===== src/rtl/divisor_count_pkg.sv =====
// Shared definitions for the divisor-count engine: default widths, FSM encoding
// and a constant ceil-log2 helper used to size counters.
package divisor_count_pkg;

  localparam int DEF_WIDTH     = 32;
  localparam int DEF_RES_WIDTH = 32;

  typedef enum logic [2:0] {
    S_IDLE  = 3'd0,
    S_CHECK = 3'd1,
    S_DIV   = 3'd2,
    S_STEP  = 3'd3,
    S_TAIL  = 3'd4,
    S_DONE  = 3'd5
  } state_t;

  function automatic int clog2(input int v);
    int r;
    int x;
    r = 0;
    x = v - 1;
    while (x > 0) begin
      r = r + 1;
      x = x >>> 1;
    end
    return r;
  endfunction

endpackage


===== src/rtl/divisor_count_if.sv =====
// Request/response bundle between a requester and the divisor-count engine,
// plus a debug view of the engine FSM state.
interface divisor_count_if
  import divisor_count_pkg::*;
#(
  parameter int WIDTH     = DEF_WIDTH,
  parameter int RES_WIDTH = DEF_RES_WIDTH
) ();

  // Four-phase level handshake: the requester raises start with value stable;
  // the engine latches value on leaving IDLE and raises done with result valid;
  // the requester then drops start, done falls one cycle later, and start must
  // stay low at least one cycle before the next request. Dropping start while
  // busy aborts the request with no done.
  logic                 start;
  logic [WIDTH-1:0]     value;
  logic [RES_WIDTH-1:0] result;
  logic                 done;
  logic                 busy;
  state_t               state;

  modport master (
    output start, value,
    input  result, done, busy, state
  );

  modport slave (
    input  start, value,
    output result, done, busy, state
  );

endinterface


===== src/rtl/divisor_count_seq_divider.sv =====
// Restoring unsigned divider, one quotient bit per cycle; done pulses WIDTH+1
// cycles after the start pulse. A new start restarts it immediately.
module divisor_count_seq_divider
  import divisor_count_pkg::*;
#(
  parameter int WIDTH = DEF_WIDTH
) (
  input  logic             clk,
  input  logic             rst_n,
  input  logic             start_i,
  input  logic [WIDTH-1:0] dividend_i,
  input  logic [WIDTH-1:0] divisor_i,
  output logic [WIDTH-1:0] quot_o,
  output logic [WIDTH-1:0] rem_o,
  output logic             done_o
);

  localparam int CW = clog2(WIDTH + 1);

  logic             run_q, run_d;
  logic [CW-1:0]    cnt_q, cnt_d;
  logic [WIDTH-1:0] quot_q, quot_d;
  logic [WIDTH-1:0] rem_q, rem_d;
  logic [WIDTH-1:0] den_q, den_d;
  logic             done_q, done_d;

  logic [WIDTH:0]   shifted;
  logic [WIDTH:0]   diff;
  logic             fits;

  // A set top bit of the trial difference is the borrow: the divisor did not fit.
  assign shifted = {rem_q, quot_q[WIDTH-1]};
  assign diff    = shifted - {1'b0, den_q};
  assign fits    = ~diff[WIDTH];

  always_comb begin
    run_d  = run_q;
    cnt_d  = cnt_q;
    quot_d = quot_q;
    rem_d  = rem_q;
    den_d  = den_q;
    done_d = 1'b0;
    if (start_i) begin
      quot_d = dividend_i;
      rem_d  = '0;
      den_d  = divisor_i;
      cnt_d  = CW'(WIDTH);
      run_d  = 1'b1;
    end else if (run_q) begin
      if (cnt_q != '0) begin
        rem_d  = fits ? diff[WIDTH-1:0] : shifted[WIDTH-1:0];
        quot_d = {quot_q[WIDTH-2:0], fits};
        cnt_d  = cnt_q - CW'(1);
      end else begin
        run_d  = 1'b0;
        done_d = 1'b1;
      end
    end
  end

  always_ff @(posedge clk) begin
    if (!rst_n) begin
      run_q  <= 1'b0;
      cnt_q  <= '0;
      quot_q <= '0;
      rem_q  <= '0;
      den_q  <= '0;
      done_q <= 1'b0;
    end else begin
      run_q  <= run_d;
      cnt_q  <= cnt_d;
      quot_q <= quot_d;
      rem_q  <= rem_d;
      den_q  <= den_d;
      done_q <= done_d;
    end
  end

  assign quot_o = quot_q;
  assign rem_o  = rem_q;
  assign done_o = done_q;

endmodule


===== src/rtl/divisor_count.sv =====
// Divisor-count engine: d(N) by trial-division factorisation, d(N) = prod(e_i+1).
// Trial divisors are 2 then odd numbers while d*d <= remaining n.
module divisor_count
  import divisor_count_pkg::*;
#(
  parameter int WIDTH     = DEF_WIDTH,
  parameter int RES_WIDTH = DEF_RES_WIDTH
) (
  input  logic           clk,
  input  logic           rst_n,
  divisor_count_if.slave bus
);

  localparam int DW = WIDTH / 2 + 1;
  localparam int W2 = 2 * WIDTH;

  state_t               state_q, state_d;
  logic [WIDTH-1:0]     n_q, n_d;
  logic [DW-1:0]        d_q, d_d;
  logic [RES_WIDTH-1:0] e_q, e_d;
  logic [RES_WIDTH-1:0] cnt_q, cnt_d;
  logic [RES_WIDTH-1:0] result_q, result_d;
  logic                 done_q, done_d;
  logic                 busy_q, busy_d;

  logic                 div_start;
  logic [WIDTH-1:0]     div_quot;
  logic [WIDTH-1:0]     div_rem;
  logic                 div_done;

  logic [W2-1:0]        d_sq;
  logic [RES_WIDTH-1:0] cnt_mul;
  logic [RES_WIDTH-1:0] tail_cnt;

  assign d_sq     = W2'(d_q) * W2'(d_q);
  assign cnt_mul  = cnt_q * (e_q + RES_WIDTH'(1));
  // Whatever survives trial division above sqrt is a single prime factor.
  assign tail_cnt = (n_q > WIDTH'(1)) ? {cnt_q[RES_WIDTH-2:0], 1'b0} : cnt_q;

  always_comb begin
    state_d   = state_q;
    n_d       = n_q;
    d_d       = d_q;
    e_d       = e_q;
    cnt_d     = cnt_q;
    result_d  = result_q;
    done_d    = done_q;
    busy_d    = busy_q;
    div_start = 1'b0;
    case (state_q)
      S_IDLE: begin
        if (bus.start) begin
          n_d   = bus.value;
          cnt_d = RES_WIDTH'(1);
          d_d   = DW'(2);
          e_d   = '0;
          if (bus.value == '0) begin
            result_d = '0;
            done_d   = 1'b1;
            state_d  = S_DONE;
          end else if (bus.value == WIDTH'(1)) begin
            result_d = RES_WIDTH'(1);
            done_d   = 1'b1;
            state_d  = S_DONE;
          end else begin
            busy_d  = 1'b1;
            state_d = S_CHECK;
          end
        end
      end
      S_CHECK: begin
        if (!bus.start) begin
          busy_d  = 1'b0;
          state_d = S_IDLE;
        end else if (d_sq > W2'(n_q)) begin
          state_d = S_TAIL;
        end else begin
          div_start = 1'b1;
          state_d   = S_DIV;
        end
      end
      S_DIV: begin
        if (!bus.start) begin
          busy_d  = 1'b0;
          state_d = S_IDLE;
        end else if (div_done) begin
          if (div_rem == '0) begin
            // Divides again: keep dividing the reduced n by the same d.
            n_d       = div_quot;
            e_d       = e_q + RES_WIDTH'(1);
            div_start = 1'b1;
          end else begin
            cnt_d   = cnt_mul;
            e_d     = '0;
            state_d = S_STEP;
          end
        end
      end
      S_STEP: begin
        if (!bus.start) begin
          busy_d  = 1'b0;
          state_d = S_IDLE;
        end else begin
          d_d     = (d_q == DW'(2)) ? DW'(3) : d_q + DW'(2);
          state_d = S_CHECK;
        end
      end
      S_TAIL: begin
        if (!bus.start) begin
          busy_d  = 1'b0;
          state_d = S_IDLE;
        end else begin
          cnt_d    = tail_cnt;
          result_d = tail_cnt;
          done_d   = 1'b1;
          busy_d   = 1'b0;
          state_d  = S_DONE;
        end
      end
      S_DONE: begin
        if (!bus.start) begin
          done_d  = 1'b0;
          state_d = S_IDLE;
        end
      end
      default: begin
        busy_d  = 1'b0;
        done_d  = 1'b0;
        state_d = S_IDLE;
      end
    endcase
  end

  always_ff @(posedge clk) begin
    if (!rst_n) begin
      state_q  <= S_IDLE;
      n_q      <= '0;
      d_q      <= '0;
      e_q      <= '0;
      cnt_q    <= '0;
      result_q <= '0;
      done_q   <= 1'b0;
      busy_q   <= 1'b0;
    end else begin
      state_q  <= state_d;
      n_q      <= n_d;
      d_q      <= d_d;
      e_q      <= e_d;
      cnt_q    <= cnt_d;
      result_q <= result_d;
      done_q   <= done_d;
      busy_q   <= busy_d;
    end
  end

  // Dividend comes from n_d so a relaunch in DIV uses the fresh quotient.
  divisor_count_seq_divider #(
    .WIDTH(WIDTH)
  ) u_div (
    .clk       (clk),
    .rst_n     (rst_n),
    .start_i   (div_start),
    .dividend_i(n_d),
    .divisor_i (WIDTH'(d_q)),
    .quot_o    (div_quot),
    .rem_o     (div_rem),
    .done_o    (div_done)
  );

  assign bus.result = result_q;
  assign bus.done   = done_q;
  assign bus.busy   = busy_q;
  assign bus.state  = state_q;

endmodule


===== src/flat_wrapper.sv =====
// flat-port wrapper written by rule: the top's interface ports become plain ports
module divisor_count_flat import divisor_count_pkg::*;
#(
  parameter int WIDTH     = DEF_WIDTH,
  parameter int RES_WIDTH = DEF_RES_WIDTH
)
  (clk, rst_n, bus_start, bus_value, bus_result, bus_done, bus_busy, bus_state);
  divisor_count_if #(.WIDTH(WIDTH), .RES_WIDTH(RES_WIDTH)) bus_i ();
  input  logic clk;
  input  logic rst_n;
  input wire logic [$bits(bus_i.start)-1:0] bus_start;
  input wire logic [$bits(bus_i.value)-1:0] bus_value;
  output wire logic [$bits(bus_i.result)-1:0] bus_result;
  output wire logic [$bits(bus_i.done)-1:0] bus_done;
  output wire logic [$bits(bus_i.busy)-1:0] bus_busy;
  output wire logic [$bits(bus_i.state)-1:0] bus_state;
  assign bus_i.start = bus_start;
  assign bus_i.value = bus_value;
  assign bus_result = bus_i.result;
  assign bus_done = bus_i.done;
  assign bus_busy = bus_i.busy;
  assign bus_state = bus_i.state;
  divisor_count #(.WIDTH(WIDTH), .RES_WIDTH(RES_WIDTH)) u_core (.clk(clk), .rst_n(rst_n), .bus(bus_i));
endmodule

===== config.mk =====
export PLATFORM = sky130hd
export DESIGN_NAME = divisor_count_flat
export DESIGN_NICKNAME = d
export VERILOG_FILES = /design/src/rtl/divisor_count_pkg.sv /design/src/rtl/divisor_count_if.sv /design/src/rtl/divisor_count_seq_divider.sv /design/src/rtl/divisor_count.sv /design/src/flat_wrapper.sv
export SDC_FILE = /design/constraint.sdc
export NUM_CORES = 2
export LEC_CHECK = 0
export ABC_AREA = 1
export CAP_MARGIN = 20
export CORE_MARGIN = 3
export CORE_UTILIZATION = 55
export DETAILED_ROUTE_END_ITERATION = 16
export HOLD_SLACK_MARGIN = 0.12
export PLACE_DENSITY = 0.78
export SYNTH_ARGS = -nofsm -noshare
export SYNTH_HDL_FRONTEND = slang
export SYNTH_SLANG_ARGS = --single-unit

===== constraint.sdc =====
create_clock -name clk -period 8.57 [get_ports clk]
set_input_delay 1.714 -clock clk [delete_from_list [all_inputs] [get_ports clk]]
set_output_delay 1.714 -clock clk [all_outputs]
set_load 0.01 [all_outputs]

==> flow_summary.toml <==
[outcome]
status = "completed"

[setup_path]
setup.worst_path.class = "flip-flop to flip-flop"
critPathRequiredTime_ns = 9.10
r2r-end = "u_core.cnt_q[30]"
timing.critical_path.mode_cell = "fa_1"
r2r_slack_ns = 0.26
rr_startpoint = "u_core.e_q[1]"
cp_max_fo = 8
critPathSlowestCell = "fa_1"
startpoint_type = "flip-flop"
end_kind = "flip-flop"
critical_path_arrival_ns = 8.84
r2r_cells = 33
crit_path_max_incr_delay_ns = 0.57

[grt]
grt_max_degree = 87
grt_overflow = 0
grt_antenna_before_repair = 0
grt_pass1_wl_mm = 187
grt_pass1_vias = 35100
grtUsageTotal_pct = 31.8

[logic_synthesis]
avgSynthCellArea_sq_um = 7.35
synth_edf_count = 0
synth_flop_cell = "dfxtp_1"
synth_cell_types = 71
syn-instance-count = 5276
syn-num-nets = 6196
ys_warn_count = 0
synthArstFlopShare_pct = 0
yosys_register_bits = 239
syn-cell-area_sq_um = 38800
ys_seq_area_share_pct = 12.3

[clock_network]
cts_root_buffer = "clkbuf_16"
cts_tree = "done"
ctsHoldBuffers = 0
path_clk_slew_ns = 0.07
clk_latency_ns = 0.61
htree_levels = 1
cts_inserted_buffers = 29
clk_path_buf_depth = 3
cts_sinks = 239

[run]
cap_violations = 0

[floorplan]
start_util_pct = 56.0
rows = 96
core-area_sq_um = 69200
die_width_microns = 271
dieArea_sq_um = 73700
num_io_pins = 72
die_height_microns = 271

[cells_and_area]
final_nets = 6217
finalNonFillerCells = 6251
area_growth_pct = 8.39
drive_gt1_share_pct = 6.58

[hold_path]
hold_path_end = "u_core.u_div.cnt_q[0]"
hp-class = "flip-flop to flip-flop"
holdPathStages = 2
hold_path.startpoint = "u_core.u_div.cnt_q[0]"

[timing]
skew_ns = 0.0147
worst_slack_ns = 0.257
slew_headroom_pct = 24.6
setup-violations-final = 0
hold_viol = 0
tightestPinTransition_ns = 1.13
min_period_over_period_pct = 97.0
min_period_ns = 8.31
fmax_ghz = 0.120
slew_viol_final = 0

[placement]
place_inst = 6176
dp_hpwl_mm = 92.9
dp_slack_ns = 0.138
port_buffers = 71
gp_congestion = 1.03

[route]
vias = 35100
avgRoutedWirePerCell_microns = 18.8
ant_nets = 0
drc = 0
firstDrtPassIters = 8
routed_wl_mm = 118
via_per_inst = 5.62
drtIter0Drc = 3338

[power]
power.density_nw_per_um2 = 92.7
vdd_drop_max_mv = 0.146
power.leakage_nw = 22.0
kinds of logic after synthesis:
group / Yosys count / share of synthesized area [%]
XOR/XNOR: 85 / 1.94
flip-flops: 239 / 12.3
AND/OR/NAND/NOR: 1853 / 20.2
adder cells (fa/ha/maj): 885 / 40.2
AO/OA/AOI/OAI: 718 / 10.6
buffers and inverters: 1496 / 14.8
report_power, final:
part	internal, W	switching, W	total, W
clock network	0.000768	0.000561	0.00133
registers	0.00120	0.000118	0.00131
logic	0.000401	0.000852	0.00125
total	0.00236	0.00153	0.00390
repair_timing:
item / 4_1_cts / 5_1_grt
gates resized for setup: 0 / 34
setup endpoints to repair: 0 / 98
buffers inserted: 0 / 17
layer usage:
metal | part of all wire [%] | routed length [microns] | global-route usage, %
met3 | 9.7 | 11400 | 5.70
met5 | 0 | 0 | 0
met4 | 5.5 | 6500 | 14.7
met2 | 47 | 55000 | 53.3
met1 | 38 | 44800 | 40.0
cell usage in the layout (no fill, tap or decap), types with 26 or more instances in the layout:
master / instances
inv_1: 1237
nand2_1: 1176
fa_1: 599
a21oi_1: 320
nor2_1: 297
ha_1: 284
dfxtp_1: 233
o21ai_0: 210
nand3_1: 149
buf_4: 135
nand4_1: 73
clkdlybuf4s50_1: 70
xor2_1: 48
or2_2: 38
xnor2_1: 36
a221oi_1: 36
o211ai_1: 35
clkbuf_16: 29
nor3_1: 26
cells in the mapped netlist (all sizes together), types with 18 or more instances:
cell type     n  area share [%]
nand3       155             2.1
o21bai       18            0.40
a21oi       324             4.2
clkbuf      178             1.7
nor2        321             3.4
xnor2        36            0.81
nor3         31            0.45
inv        1257              12
a221oi       36            0.81
or2          39            0.63
o211ai       37            0.74
xor2         49             1.1
nand2      1202              12
buf          49            0.74
nand4        73             1.2
a31oi        25            0.40
fa          599              31
o21ai       223             2.9
ha          286             9.2
dfxtp       239              12
metrics by stage:
stage / setup TNS, ns / cell area, sq um / hold WS, ns / util [%] / total power (W)
after CTS: 0 / 41700 / 0.468 / 60.3 / 0.00386
after global placement: 0 / 40700 / 0.452 / 58.8 / 0.00251
after detailed placement: 0 / 40700 / 0.459 / 58.8 / 0.00254
final: 0 / 42000 / 0.465 / 60.7 / 0.00390
after floorplan: 0 / 38800 / 0.428 / - / 0.00212
after global routing: -0.0256 / 42000 / 0.500 / 60.7 / 0.00407
final cells by class:
cell class,count,area (sq um)
tap,931,1160
sequential,239,4790
timing repair buffer,214,1850
clock buffer,42,875
fill,6286,27200
antenna,2,5.00
clock inverter,10,128
multi-input combinational,3544,28400
inverter,1269,4810
how the worst max path moves through the flow:
| stage | from | end |
|---|---|---|
| floorplan | u_core.d_q[5] | u_core.u_div.quot_o[0] |
| finish | u_core.e_q[1] | u_core.cnt_q[30] |
| global route | u_core.e_q[1] | u_core.cnt_q[30] |
| global placement | u_core.d_q[9] | u_core.u_div.den_q[1] |
| CTS | u_core.d_q[2] | u_core.u_div.done_o |
| detailed placement | u_core.d_q[2] | u_core.u_div.done_o |
registers in the layout, indices dropped and copies added, names as in the netlist:
name                 count
u_core.d_q              17
u_core.u_div.run_q       1
u_core.n_q              32
u_core.bus.done          1
u_core.u_div.cnt_q       6
u_core.e_q              32
u_core.bus.busy          1
u_core.u_div.quot_o     32
u_core.u_div.den_q      17
u_core.bus.result       32
u_core.u_div.done_o      1
u_core.cnt_q            32
u_core.u_div.rem_o      32
u_core.bus.state         3
critical path, delay by kind of cell, from the launching register on:
| kind | cells | cell delay, ns |
|---|---|---|
| flip-flops | 1 | 0.42 |
| adder cells (fa/ha/maj) | 10 | 4.77 |
| buffers and inverters | 10 | 1.11 |
| AND/OR/NAND/NOR | 11 | 1.59 |
| AO/OA/AOI/OAI | 2 | 0.35 |
Power figures use the tool's default switching activity.
